`config.mk`:
```
export PLATFORM = sky130hd
export DESIGN_NAME = bin2dec
export DESIGN_NICKNAME = d
export VERILOG_FILES = /design/src/rtl/bin2dec_pkg.sv /design/src/rtl/bin2dec_divider.sv /design/src/rtl/bin2dec.sv
export SDC_FILE = /design/constraint.sdc
export NUM_CORES = 1
export LEC_CHECK = 0
export ABC_AREA = 1
export BUFFER_PORTS_ARGS = -buffer_cell sky130_fd_sc_hd__buf_2
export CAP_MARGIN = 20
export CORE_ASPECT_RATIO = 1.75
export CORE_UTILIZATION = 60
export CTS_CLUSTER_DIAMETER = 80
export DETAILED_ROUTE_END_ITERATION = 12
export PLACE_DENSITY_LB_ADDON = 0.12
export SETUP_SLACK_MARGIN = 0.1
export SLEW_MARGIN = 20
export SYNTH_ARGS = -nofsm -noshare
export SYNTH_HDL_FRONTEND = slang
export SYNTH_HIERARCHICAL = 1
export SYNTH_SLANG_ARGS = --single-unit
export TNS_END_PERCENT = 30
```
`constraint.sdc`:
```
create_clock -name in_clk -period 3 [get_ports in_clk]
set_input_delay 0.15 -clock in_clk [delete_from_list [all_inputs] [get_ports in_clk]]
set_output_delay 0.15 -clock in_clk [all_outputs]
set_load 0.02 [all_outputs]
```
`src/rtl/bin2dec_pkg.sv`:
```
// Shared types and constants for the binary-to-BCD converter and its divider.
package bin2dec_pkg;

  localparam int DEC_BASE   = 10;
  localparam int DIGIT_BITS = 4;

  typedef enum logic [2:0] {
    IDLE,
    ISSUE,
    WAIT1,
    WAIT_DIV,
    DONE
  } t_bin2dec_state;

  typedef enum logic [1:0] {
    DIV_READY,
    DIV_CHECK,
    DIV_SUB
  } t_div_state;

  // True when DIGITS decimal digits can represent every BITS-wide unsigned value.
  function automatic bit digits_fit(input int bits, input int digits);
    longint unsigned pow10;
    longint unsigned max_val;
    pow10   = 1;
    max_val = (64'd1 << bits) - 64'd1;
    for (int i = 0; i < digits; i++) pow10 = pow10 * DEC_BASE;
    return pow10 > max_val;
  endfunction

endpackage

```
`src/rtl/bin2dec_divider.sv`:
```
// Unsigned divider by repeated subtraction: two cycles per quotient step.
// out_finished is high while idle and holds the last quotient/remainder.
module divider
  import bin2dec_pkg::*;
#(
  parameter int BITS = 8
) (
  input  logic            in_clk,
  input  logic            in_rst,
  input  logic            in_start,
  input  logic [BITS-1:0] in_a,
  input  logic [BITS-1:0] in_b,
  output logic [BITS-1:0] out_quot,
  output logic [BITS-1:0] out_rem,
  output logic            out_finished
);

  t_div_state      state, state_next;
  logic [BITS-1:0] rem_reg, quot_reg, b_reg;

  // NOTE: sequential state uses non-blocking assignments so every flop samples pre-edge values.
  always_ff @(posedge in_clk or posedge in_rst) begin
    if (in_rst) state <= DIV_READY;
    else        state <= state_next;
  end

  // NOTE: every output of a combinational block gets a default first, so no path can infer a latch.
  always_comb begin
    state_next = state;
    unique case (state)
      DIV_READY: if (in_start) state_next = DIV_CHECK;
      DIV_CHECK: begin
        if (b_reg == '0 || rem_reg < b_reg) state_next = DIV_READY;
        else                                state_next = DIV_SUB;
      end
      DIV_SUB:   state_next = DIV_CHECK;
      default:   state_next = DIV_READY;
    endcase
  end

  always_comb begin
    out_finished = (state == DIV_READY);
    out_quot     = quot_reg;
    out_rem      = rem_reg;
  end

  // Division by zero saturates the quotient and returns the dividend as remainder.
  always_ff @(posedge in_clk or posedge in_rst) begin
    if (in_rst) begin
      rem_reg  <= '0;
      quot_reg <= '0;
      b_reg    <= '0;
    end else begin
      unique case (state)
        DIV_READY: begin
          if (in_start) begin
            rem_reg  <= in_a;
            quot_reg <= '0;
            b_reg    <= in_b;
          end
        end
        DIV_CHECK: if (b_reg == '0) quot_reg <= '1;
        DIV_SUB: begin
          rem_reg  <= rem_reg - b_reg;
          quot_reg <= quot_reg + BITS'(1);
        end
        default: ;
      endcase
    end
  end

endmodule

```
`src/rtl/bin2dec.sv`:
```
// Sequential binary-to-BCD converter: repeated division by ten, one packed
// BCD digit collected per division, least significant digit first.
module bin2dec
  import bin2dec_pkg::*;
#(
  parameter int BITS   = 8,
  parameter int DIGITS = 3
) (
  input  logic                           in_clk,
  input  logic                           in_rst,
  input  logic                           in_start,
  input  logic [BITS-1:0]                in_val,
  output logic [DIGIT_BITS*DIGITS-1:0]   out_digits,
  output logic [$clog2(DIGITS+1)-1:0]    out_num_digits,
  output logic                           out_busy,
  output logic                           out_finished
);

  localparam int CW = $clog2(DIGITS + 1);

  if (!digits_fit(BITS, DIGITS)) begin : g_bad_params
    $error("bin2dec: DIGITS too small to hold every BITS-wide value");
  end

  t_bin2dec_state               state, state_next;
  logic [BITS-1:0]              val_reg, val_next;
  logic [DIGIT_BITS*DIGITS-1:0] digits, digits_next;
  logic [CW-1:0]                count, count_next;

  logic            div_start, div_finished;
  logic [BITS-1:0] div_a, div_b, div_quot, div_rem;
  logic            unused_rem_hi;

  // Operands come straight from registers, so they stay stable until the divider finishes.
  assign div_a = val_reg;
  assign div_b = BITS'(DEC_BASE);
  // Remainder is always below ten; the upper bits carry no information.
  assign unused_rem_hi = ^div_rem[BITS-1:DIGIT_BITS];

  divider #(.BITS(BITS)) u_divider (
    .in_clk       (in_clk),
    .in_rst       (in_rst),
    .in_start     (div_start),
    .in_a         (div_a),
    .in_b         (div_b),
    .out_quot     (div_quot),
    .out_rem      (div_rem),
    .out_finished (div_finished)
  );

  always_ff @(posedge in_clk or posedge in_rst) begin
    if (in_rst) begin
      state   <= IDLE;
      val_reg <= '0;
      digits  <= '0;
      count   <= '0;
    end else begin
      state   <= state_next;
      val_reg <= val_next;
      digits  <= digits_next;
      count   <= count_next;
    end
  end

  always_comb begin
    state_next  = state;
    val_next    = val_reg;
    digits_next = digits;
    count_next  = count;
    div_start   = 1'b0;
    unique case (state)
      IDLE, DONE: begin
        if (in_start) begin
          val_next    = in_val;
          digits_next = '0;
          count_next  = '0;
          state_next  = ISSUE;
        end
      end
      ISSUE: begin
        if (div_finished) begin
          div_start  = 1'b1;
          state_next = WAIT1;
        end
      end
      // Gives the divider one cycle to drop out_finished before it is watched again.
      WAIT1: state_next = WAIT_DIV;
      WAIT_DIV: begin
        if (div_finished) begin
          for (int i = 0; i < DIGITS; i++) begin
            if (count == CW'(i))
              digits_next[i*DIGIT_BITS +: DIGIT_BITS] = div_rem[DIGIT_BITS-1:0];
          end
          count_next = count + CW'(1);
          val_next   = div_quot;
          state_next = (div_quot == '0) ? DONE : ISSUE;
        end
      end
      default: state_next = IDLE;
    endcase
  end

  assign out_digits     = digits;
  assign out_num_digits = count;
  assign out_busy       = (state == ISSUE) || (state == WAIT1) || (state == WAIT_DIV);
  assign out_finished   = (state == DONE);

endmodule

```
==> reports/results.ini, run 1 <==
[outcome]
outcome=finished clean

[worst_setup_path]
ff2ff_path_depth=10
cp_slowest_stage_delay_ns=0.40
critPathCaptureType=register
critPathMostFrequentCell=inv_1
startpoint_type=register
worstSetupPathType=reg -> reg
r2r_end=u_divider/out_rem[1]$_DFFE_PP0P_
worstPathCellList=inv_1 -> ha_1 -> inv_1 -> nor2_1 -> nand2_1 -> inv_1 -> a21oi_4 -> inv_1 -> o211ai_1 -> o21ai_0
crit_required_ns=3.19
arrival_ns=2.35
regToRegStartpoint=u_divider/state[0]$_DFFE_PP0P_
worst_path_max_delay_cell=dfrtp_1
reg2reg_slack_ns=0.84
path_max_fanout=16

[detailed_routing]
drt_wl_total_um=6640
drtAntennaViolNets=0
drcViolationCount=0
dr.pass1.iters=4
vias_per_cell=5.18
wl_per_cell_um=12.7
drtIter0Drc=96
num_vias=2710

[synthesis]
synth-seq-cells=51
synthXorXnorAreaFrac_pct=0.565
synthCells=435
synth.mux.area_fraction_pct=0
yosys.area_share.simple_pct=34.2
synth.distinct_cells=30
synth_area_leaders=dfrtp_1, nand2_1, ha_1, inv_1, nand3_1
synthArstFlopShare_pct=100
yosys_warnings=6
syn-cell-area_mm2=0.00310
synth_edf_count=0
synth_top_family_by_area=simple AND/OR/NAND/NOR gates
synthAdderAreaFrac_pct=7.51
synth_largest_area_cell=dfrtp_1
synth_ff_type=dfrtp_1
netlist.area_leader.share_pct=41.2
yosysSeqAreaShare_pct=41.2
synth.avg_cell_area_um2=7.12
synth-compound-area-share_pct=7.75

[clock_network]
clock_latency_ns=0.31
cts_sinks=51
cts_setup_buffers=0
cts_tree=built
cts_resized=0
cts_buffer_depth=2
htreeDepth=2
clk_pin_slew_ns=0.10
root_buffer=clkbuf_8
cts_buffers=5

[die]
start_util_pct=62.2
die_h_um=97.1
io_pins=27
die_x_um=56.3
rows=34
core_area_mm2=0.00498
die-area_mm2=0.00547

[global_routing]
grt_max_degree=27
grt_usage_pct=26.0
grt_first_pass_wirelength_um=11300
grt_pass1_vias=2668
overflow=0
antenna_found_initial=0

[placement]
hpwl_um=5080
dp_slack_ns=0.848
portBuffers=26
dp.cells=514
gp_routability_congestion=0.911

[power]
vdd_drop_max_v=0.000720
power_density_mw_per_mm2=1080
p_leak_nw=1.97

[timing]
finalMaxSlewViolations=0
final-setup-viol-count=0
max_freq_mhz=464
max-slew-margin-rel_pct=39.9
hold_viol=0
rsz0062_at_grt=no
worst_pin_slew_ns=0.901
tns_ns=0
layout_min_cycle_time_ns=2.16
fin_ws_ns=0.844
finalClockSkew_ns=0.00807
period_share_pct=71.9

[finish]
fin_cells=523
drive_above_1_share_pct=10.7
nNetsFinal=497
n_antenna_cell=0
largest_register_ff_count=12
n_fill_cell=430
syn_to_final_growth_pct=10.0

[min_path]
min_to=div_a[5]$_DFFE_PP0P_
hold_path_class=in -> reg
whs_path_depth=5
min_from=in_val[5]

[flow_run]
maxCapViolations=0

[metrics by stage]
step / instance area (um^2) / utilization [%] / hold WS (ns) / total power, mW
after floorplan: 3120 / - / 0.177 / 2.71
after global placement: 3260 / 65.5 / 0.395 / 3.07
after detailed placement: 3260 / 65.5 / 0.396 / 3.13
after CTS: 3400 / 68.3 / 0.0571 / 3.71
after global routing: 3410 / 68.5 / 0.172 / 4.06
final: 3410 / 68.5 / 0.156 / 3.70
[report_power, final]
group	leakage, nW	switching [mW]	internal [mW]
Combinational	1.24	1.32	0.659
Clock	0.0644	0.228	0.332
Sequential	0.665	0.209	0.950
Total	1.97	1.75	1.94
[cell type report]
cell class | instances | area [um^2] | area share (%)
Timing Repair Buffer | 28 | 148 | 4.33
Inverter | 53 | 200 | 5.87
Tap cell | 54 | 67.6 | 1.98
Sequential cell | 51 | 1280 | 37.4
Clock inverter | 3 | 67.6 | 1.98
Clock buffer | 5 | 68.8 | 2.02
Multi-Input combinational cell | 329 | 1580 | 46.4
[how the worst max path moves through the flow]
stage	startpoint	end	cells past startpoint
after floorplan	u_divider/out_rem[0]$_DFFE_PP0P_	u_divider/out_rem[4]$_DFFE_PP0P_	10
after global placement	u_divider/state[0]$_DFFE_PP0P_	u_divider/out_rem[1]$_DFFE_PP0P_	10
after detailed placement	u_divider/state[0]$_DFFE_PP0P_	u_divider/out_rem[1]$_DFFE_PP0P_	10
after CTS	u_divider/state[0]$_DFFE_PP0P_	u_divider/out_rem[1]$_DFFE_PP0P_	10
after global routing	u_divider/state[0]$_DFFE_PP0P_	u_divider/out_rem[1]$_DFFE_PP0P_	10
final	u_divider/state[0]$_DFFE_PP0P_	u_divider/out_rem[1]$_DFFE_PP0P_	10
[worst max-delay path: cells and delay by family, from the launching register on]
family | cells | cell delay [ns]
buf+inv | 4 | 0.63
compound gates | 3 | 0.57
flops | 1 | 0.40
fa+ha+maj | 1 | 0.24
simple gates | 2 | 0.19
[synthesized netlist by cell type, types with 3 or more instances]
cell type	n
o21ai_1	5
dfrtp_1	51
nor2_1	40
buf_6	3
nand3_1	33
o21ai_0	18
nand2_1	177
inv_1	49
o21bai_1	3
inv_2	3
a21oi_1	8
ha_1	17
buf_2	3
[cells by family (layout without fill, tap and decap cells)]
kind of cell / Yosys count / after routing
xor+xnor: 2 / 2
fa+ha+maj: 18 / 18
compound gates: 40 / 40
buf+inv: 61 / 89
flops: 51 / 51
other cells: 2 / 8
simple gates: 261 / 261
[metal layers]
| metal | wire length, um | vias up | global-route usage (%) |
|---|---|---|---|
| li1 | - | 1403 | - |
| met1 | 2680 | 1231 | 28.3 |
| met2 | 3600 | 61 | 49.0 |
| met3 | 188 | 15 | 3.60 |
| met4 | 170 | 0 | 10.3 |
| met5 | 0 | - | 0 |
[repair_timing]
action / 4_1_cts / 5_1_grt
setup endpoints to repair: 0 / 0
hold buffers: 0 / 1
hold endpoints to repair: 0 / 26
[layout by cell type (no fill, tap or decap), drive strengths merged, types with 8 or more instances in the layout]
| cell type | count |
|---|---|
| nand2 | 179 |
| inv | 52 |
| dfrtp | 51 |
| nor2 | 43 |
| nand3 | 34 |
| buf | 27 |
| o21ai | 24 |
| ha | 17 |
| a21oi | 10 |
| conb | 8 |
Power figures use the tool's default switching activity.
==> run 2, diff against run 1 <==
Settings changed: ABC_AREA 1 to 0.
Clock period 3 ns to 2.1 ns, I/O delays scaled along.
==> run 2 against run 1 <==
Effect of this change:
- worst setup slack got worse by 0.72 ns
- worst hold slack got worse by 0.14 ns
- final cell count decreased by 22%
- largest cell class unchanged
- critical path type unchanged
==> reports/results.ini, run 2 <==
[finish]
fin_util_pct=71.2  ; was 68.5%
layout_commonest_cell=dfrtp_1  ; was nand2_1
layout_common_cells=dfrtp_1, nand2_1, buf_2, nand3_1, o21ai_1  ; was nand2_1, dfrtp_1, inv_1, nor2_1, nand3_1
multi_input_area_mm2=0.00156  ; was 0.00158 mm^2
syn_to_final_growth_pct=13.8  ; was 10.0%
regArea_mm2=0.00128  ; unchanged
drive_above_1_share_pct=20.7  ; was 10.7%
nNetsFinal=385  ; was 497
n_antenna_cell=0  ; unchanged
largest_register_ff_count=12  ; unchanged
n_fill_cell=391  ; was 430

[worst_setup_path]
path_max_fanout=5  ; was 16
worstSetupPathType=reg -> reg  ; unchanged
worst_path_max_delay_cell=dfrtp_1  ; unchanged
path_delay_family=compound AO/OA/AOI/OAI gates  ; was buffers and inverters
worstPathCellList=inv_1 -> ha_1 -> fa_2 -> nor2b_2 -> o31a_1 -> or3_1 -> a31oi_1 -> o31ai_1  ; was inv_1 -> ha_1 -> inv_1 -> nor2_1 -> nand2_1 -> inv_1 -> a21oi_4 -> inv_1 -> o211ai_1 -> o21ai_0
startpoint_type=register  ; unchanged
cp.buffers_inverters=1  ; was 4
critPathCaptureType=register  ; unchanged
cp_slowest_stage_delay_ns=0.44  ; was 0.40 ns
arrival_ns=2.17  ; was 2.35 ns
crit_required_ns=2.29  ; was 3.19 ns

[synthesis]
synthTopCellsByCount=dfrtp_1, nand2_1, nand3_1, o21ai_1, inv_1  ; was nand2_1, dfrtp_1, inv_1
synth_area_leaders=dfrtp_1, ha_1, nand2_1, nand3_1, o21ai_1  ; was dfrtp_1, nand2_1, ha_1, inv_1, nand3_1
synthCells=314  ; was 435
synth_largest_area_cell=dfrtp_1  ; unchanged
yosys.area_share.simple_pct=19.8  ; was 34.2%
netlist.area_leader.share_pct=43.4  ; was 41.2%
synth_edf_count=0  ; unchanged
synth.avg_cell_area_um2=9.37  ; was 7.12 um^2
syn-cell-area_mm2=0.00294  ; was 0.00310 mm^2
yosys_warnings=6  ; unchanged
synth-seq-cells=51  ; unchanged
yosysMostFrequentCell=dfrtp_1  ; was nand2_1
synth.distinct_cells=50  ; was 30
synth_top_family_by_area=simple AND/OR/NAND/NOR gates  ; unchanged
synth.mux.area_fraction_pct=6.12  ; was 0%
synthXorXnorAreaFrac_pct=0.595  ; was 0.565%
synth_ff_type=dfrtp_1  ; unchanged
synthAdderAreaFrac_pct=7.91  ; was 7.51%
synth-compound-area-share_pct=16.5  ; was 7.75%
synthArstFlopShare_pct=100  ; unchanged
yosysSeqAreaShare_pct=43.4  ; was 41.2%

[clock_network]
cts_tree=built  ; unchanged
cts_buffers=5  ; unchanged
cts_sinks=51  ; unchanged
htreeDepth=2  ; unchanged
clk_pin_slew_ns=0.10  ; about the same
root_buffer=clkbuf_8  ; unchanged
clock_latency_ns=0.31  ; about the same
cts_setup_buffers=0  ; unchanged
cts_buffer_depth=2  ; unchanged

[timing]
rsz0062_at_grt=yes  ; was no
finalClockSkew_ns=0.00535  ; was 0.00807 ns
max_freq_mhz=506  ; was 464 MHz
finalMaxSlewViolations=0  ; unchanged
max-slew-margin-rel_pct=66.0  ; was 39.9%
hold_viol=0  ; unchanged
fin_ws_ns=0.123  ; was 0.844 ns
final-setup-viol-count=0  ; unchanged
tns_ns=0  ; unchanged
layout_min_cycle_time_ns=1.98  ; was 2.16 ns
worst_pin_slew_ns=0.509  ; was 0.901 ns
hold_ws_ns=0.0188  ; was 0.156 ns
period_share_pct=94.2  ; was 71.9%

[detailed_routing]
drtIter0Drc=43  ; was 96
vias_per_cell=5.94  ; was 5.18
wl_per_cell_um=15.7  ; was 12.7 um
num_vias=2429  ; was 2,710
drcViolationCount=0  ; unchanged
dr.pass1.iters=4  ; unchanged
drt_wl_total_um=6410  ; was 6640 um
drtAntennaViolNets=0  ; unchanged

[die]
die-area_mm2=0.00520  ; was 0.00547 mm^2
core_area_mm2=0.00471  ; was 0.00498 mm^2
start_util_pct=62.5  ; was 62.2%
die_x_um=54.9  ; was 56.3 um
io_pins=27  ; unchanged
rows=33  ; was 34
die_h_um=94.6  ; was 97.1 um

[global_routing]
grt.met3_usage_pct=3.86  ; was 3.60%
grt_usage_pct=27.7  ; was 26.0%
overflow=0  ; unchanged
antenna_found_initial=0  ; unchanged
grt_first_pass_wirelength_um=10300  ; was 11,300 um
grt.met2_usage_pct=50.8  ; was 49.0%
grt_max_degree=27  ; unchanged
grt.busiest_layer=met2  ; unchanged
gr-usage-met1_pct=30.7  ; was 28.3%
grt_pass1_vias=2326  ; was 2,668

[min_path]
hold_path_class=in -> reg  ; unchanged

[flow_run]
maxCapViolations=0  ; unchanged

[placement]
hpwl_um=4800  ; was 5080 um
portBuffers=26  ; unchanged
dp_slack_ns=0.131  ; was 0.848 ns
gp_routability_congestion=0.910  ; was 0.911

[power]
vdd_drop_max_v=0.000969  ; was 0.000720 V
p_leak_nw=1.67  ; was 1.97 nW
power_density_mw_per_mm2=1640  ; was 1080 mW/mm^2

[outcome]
outcome=finished clean  ; unchanged

## run 2: worst paths after layout
path                       cells after the start                        startpoint  slack (ns)                          endpoint
min                                            2                          in_start        0.02              state[2]$_DFFE_PP0P_
min reg2reg                                    2  u_divider/out_rem[4]$_DFFE_PP0P_        0.51  u_divider/out_rem[4]$_DFFE_PP0P_
max reg2reg                                    8  u_divider/out_rem[0]$_DFFE_PP0P_        0.12    u_divider/state[1]$_DFFE_PP0P_
max in group asynchronous                      4                            in_rst        1.43  u_divider/out_rem[7]$_DFFE_PP0P_
max                                            8  u_divider/out_rem[0]$_DFFE_PP0P_        0.12    u_divider/state[1]$_DFFE_PP0P_
min in group asynchronous                      4                            in_rst        0.40         out_digits[0]$_DFFE_PP0P_
## run 2: layout make-up
| cell class | instances | share of cell area (%) |
|---|---|---|
| tap | 52 | 1.94 |
| timing repair buffer | 40 | 7.10 |
| sequential | 51 | 38.1 |
| multi-input combinational | 237 | 46.4 |
| clock buffer | 5 | 2.05 |
| clock inverter | 3 | 2.02 |
| inverter | 21 | 2.35 |
## run 2: metal layers
metal | share of wire (%) | wire, um
met1 | 40 | 2580
met2 | 56 | 3570
met3 | 1.6 | 103
met4 | 2.4 | 155
met5 | 0 | 0
## run 2: cell families after synthesis
kind of cell,Yosys count
AO/OA/AOI/OAI,81
XOR/XNOR,2
adder cells (fa/ha/maj),18
buffers and inverters,32
flip-flops,51
multiplexers,17
other,2
AND/OR/NAND/NOR,111
## run 2: repair_timing
item / in CTS / in global routing
hold buffers: 1 / 0
resized for setup: 1 / 6
setup endpoints to repair: 1 / 12
endpoints found under the hold margin: 51 / 0
pin swaps: 0 / 1
## run 2: stage by stage
step                      instances  cell area [um^2]  total power, mW
after floorplan                 320              2970             3.86
after global placement          400              3180             4.52
after CTS                       409              3320             5.43
after global routing            409              3350             5.93
final                           409              3350             5.48
after detailed placement        400              3180             4.60
## run 2: where the power goes
group	switching (mW)	internal, mW	leakage, nW
logic	1.69	1.23	0.944
clock network	0.335	0.475	0.0644
registers	0.361	1.39	0.658
==> run 3, diff against run 2 <==
Settings changed: CORE_UTILIZATION 60 to 58, SYNTH_HIERARCHICAL 1 to default.
==> run 3 against run 2 <==
Effect of this change:
- register-to-register slack gained 0.10 ns
- clock skew grew 0.0039 ns
- sequential power shrank 17%
- synthesized area shrank 18%
- combinational power shrank 28%
- non-clock buffer count shrank 8
- worst setup slack gained 0.10 ns
- highest routed layer unchanged
==> reports/results.ini, run 3 <==
[synthesis]
syn-cell-area_mm2=0.00241  ; was 0.00294 mm^2
yosys_warnings=0  ; was 6
netlist.area_leader.share_pct=45.7  ; was 43.4%
yosysSeqAreaShare_pct=45.7  ; was 43.4%
synth.distinct_cells=52  ; was 50
synth_area_leaders=dfrtp_1, ha_1, nand2_1, o21ai_0, a21oi_1  ; was dfrtp_1, ha_1, nand2_1, nand3_1, o21ai_1
synth_nets=290
synthTopCellsByCount=dfrtp_1, nand2_1, o21ai_0  ; was dfrtp_1, nand2_1, nand3_1, o21ai_1, inv_1
yosysMostFrequentCell=dfrtp_1  ; unchanged
synth.avg_cell_area_um2=9.05  ; was 9.37 um^2
synth-seq-cells=44  ; was 51
synth_edf_count=0  ; unchanged
synth_largest_area_cell=dfrtp_1  ; unchanged
synthCells=266  ; was 314
synthArstFlopShare_pct=100  ; unchanged
synth_ff_type=dfrtp_1  ; unchanged

[power]
internal-power_mw=2.23  ; was 3.10 mW
p_leak_nw=1.28  ; was 1.67 nW
comb_power_share_pct=50.9  ; was 53.3%
power_frac_clock_pct=13.7  ; was 14.8%
p_seq_share_pct=35.4  ; was 31.9%
power_density_mw_per_mm2=1540  ; was 1640 mW/mm^2
p_sw_share_pct=45.9  ; was 43.5%
p_sw_mw=1.89  ; was 2.39 mW
vdd_drop_max_v=0.000969  ; about the same

[worst_setup_path]
path_max_fanout=11  ; was 5
ff2ff_path_depth=7  ; was 8
worstSetupPathType=reg -> reg  ; unchanged
critPathCaptureType=register  ; unchanged
crit_start=u_divider.state[0]$_DFFE_PP0P_  ; was u_divider/out_rem[0]$_DFFE_PP0P_
r2r_end=u_divider.out_rem[6]$_DFFE_PP0P_  ; was u_divider/state[1]$_DFFE_PP0P_
crit_required_ns=2.34  ; was 2.29 ns
arrival_ns=2.11  ; was 2.17 ns
endpoint=u_divider.out_rem[6]$_DFFE_PP0P_  ; was u_divider/state[1]$_DFFE_PP0P_
regToRegStartpoint=u_divider.state[0]$_DFFE_PP0P_  ; was u_divider/out_rem[0]$_DFFE_PP0P_
reg2reg_slack_ns=0.22  ; was 0.12 ns
startpoint_type=register  ; unchanged

[die]
rows=30  ; was 33
start_util_pct=61.1  ; was 62.5%
die-area_mm2=0.00442  ; was 0.00520 mm^2
die_h_um=87.2  ; was 94.6 um
die_x_um=50.7  ; was 54.9 um
core_area_mm2=0.00394  ; was 0.00471 mm^2
io_pins=27  ; unchanged

[clock_network]
cts_sinks=44  ; was 51
cts_setup_buffers=0  ; unchanged
clk_pin_slew_ns=0.09  ; was 0.10 ns
cts_buffer_depth=2  ; unchanged
clock_latency_ns=0.30  ; was 0.31 ns
cts_buffers=5  ; unchanged
root_buffer=clkbuf_8  ; unchanged
cts_tree=built  ; unchanged
htreeDepth=2  ; unchanged

[detailed_routing]
vias_per_cell=5.82  ; was 5.94
drtIter0Drc=73  ; was 43
wl_per_cell_um=16.0  ; was 15.7 um
num_vias=1996  ; was 2,429
drt_wl_total_um=5500  ; was 6410 um
drcViolationCount=0  ; unchanged
dr.pass1.iters=4  ; unchanged
drtAntennaViolNets=0  ; unchanged

[timing]
finalMaxSlewViolations=0  ; unchanged
worst_pin_slew_ns=0.598  ; was 0.509 ns
max-slew-margin-rel_pct=59.1  ; was 66.0%
rsz0062_at_grt=yes  ; unchanged
hold_viol=0  ; unchanged
finalClockSkew_ns=0.00922  ; was 0.00535 ns
tns_ns=0  ; unchanged
layout_min_cycle_time_ns=1.88  ; was 1.98 ns
final-setup-viol-count=0  ; unchanged
fin_ws_ns=0.223  ; was 0.123 ns
period_share_pct=89.4  ; was 94.2%
max_freq_mhz=533  ; was 506 MHz

[finish]
nNetsFinal=318  ; was 385
n_antenna_cell=0  ; unchanged
multi_input_area_mm2=0.00117  ; was 0.00156 mm^2
layout_common_cells=dfrtp_1, nand2_1, buf_2, o21ai_0, nor2_1  ; was dfrtp_1, nand2_1, buf_2, nand3_1, o21ai_1
n_fill_cell=350  ; was 391
regArea_mm2=0.00110  ; was 0.00128 mm^2
layout_commonest_cell=dfrtp_1  ; unchanged
drive_above_1_share_pct=16.9  ; was 20.7%
syn_to_final_growth_pct=11.2  ; was 13.8%
largest_register_ff_count=12  ; unchanged

[global_routing]
overflow=0  ; unchanged
grt_pass1_vias=2035  ; was 2,326
grt_first_pass_wirelength_um=9340  ; was 10,300 um
grt_usage_pct=28.7  ; was 27.7%
antenna_found_initial=0  ; unchanged
grt_max_degree=29  ; was 27

[placement]
hpwl_um=4110  ; was 4800 um
gp_routability_congestion=0.859  ; was 0.910
portBuffers=26  ; unchanged
dp_slack_ns=0.212  ; was 0.131 ns

[min_path]
hold_path_class=in -> reg  ; unchanged

[outcome]
outcome=finished clean  ; unchanged

[flow_run]
maxCapViolations=0  ; unchanged

-- run 3: cell types whose count changed in the layout (fill, tap and decap cells not counted), sizes merged, moves of 3 or more --
cell | before | now
a22oi | 0 | 4
ha | 17 | 13
buf | 39 | 31
and3 | 6 | 2
mux2i | 9 | 1
nor2 | 17 | 21
nand2 | 35 | 42
conb | 8 | 0
mux2 | 8 | 1
dfrtp | 51 | 44
nand3 | 24 | 4
o21a | 4 | 0
clkinv | 0 | 4
nor2b | 3 | 0
-- run 3: critical path, cell delays in order, from the launching register on --
cell and delay (ns):
dfrtp_1 0.41, inv_1 0.13, ha_1 0.37, and4bb_2 0.32, a21oi_1 0.05, buf_4 0.17
a22oi_1 0.18, o311a_1 0.17
-- run 3: logic make-up after synthesis --
group                    Yosys count  share of synthesized area [%]
AO/OA/AOI/OAI                     86                           21.7
adder cells (fa/ha/maj)           13                           6.76
flip-flops                        44                           45.7
AND/OR/NAND/NOR                   87                           18.4
buffers and inverters             32                           5.82
multiplexers                       2                          0.884
XOR/XNOR                           2                          0.728
-- run 3: area by class of cell --
cell class | count | share of cell area [%]
multi-input cells | 190 | 43.6
flip-flops and latches | 44 | 41.1
repair buffers | 32 | 6.64
clock buffers | 6 | 3.08
inverters | 21 | 2.94
well taps | 48 | 2.24
clock inverters | 2 | 0.374
-- run 3: how the worst min path moves through the flow --
stage | from | to | slack (ns) | depth (start not counted)
2_1_floorplan | in_start | state[2]$_DFFE_PP0P_ | 0.21 | 1
5_1_grt | in_start | state[2]$_DFFE_PP0P_ | 0.02 | 2
3_5_place_dp | in_rst | out_digits[3]$_DFFE_PP0P_ | 0.11 | 2
6_report | in_start | state[2]$_DFFE_PP0P_ | 0.002 | 2
3_3_place_gp | in_rst | out_digits[1]$_DFFE_PP0P_ | 0.11 | 2
4_1_cts | in_start | state[2]$_DFFE_PP0P_ | 0.002 | 2
-- run 3: metrics by stage --
step                      instances  area, um^2  total power, mW  hold slack (ns)  utilization [%]
final                           343        2680             4.12          0.00161             67.9
after global routing            343        2680             4.46           0.0229             67.9
after CTS                       343        2680             4.12          0.00211             67.9
after detailed placement        334        2570             3.56            0.114             65.3
after global placement          334        2570             3.52            0.110             65.3
after floorplan                 266        2410             3.01            0.212                -
-- run 3: metal layers --
metal | GRT usage (%) | share of wire (%) | vias to the layer above | wire length [um]
met5 | 0 | 0 | - | 0
met2 | 53.6 | 56 | 57 | 3070
met1 | 30.8 | 38 | 943 | 2110
met4 | 13.6 | 2.4 | 0 | 133
met3 | 4.19 | 3.4 | 10 | 189
li1 | - | - | 986 | -
-- run 3: timing repair --
action                                  4_1_cts  5_1_grt
hold buffers                                  1        0
endpoints found under the hold margin        16        0
endpoints found under the setup margin        0       16
gates resized for setup                       0        1
-- run 3: power by group through the flow --
stage / clock [mW] / sequential [mW] / combinational (mW)
finish: 0.563 / 1.46 / 2.10
detailed placement: 0 / 1.48 / 2.09
CTS: 0.564 / 1.46 / 2.10
floorplan: 0 / 1.45 / 1.56
global route: 0.597 / 1.50 / 2.36
global placement: 0 / 1.46 / 2.06
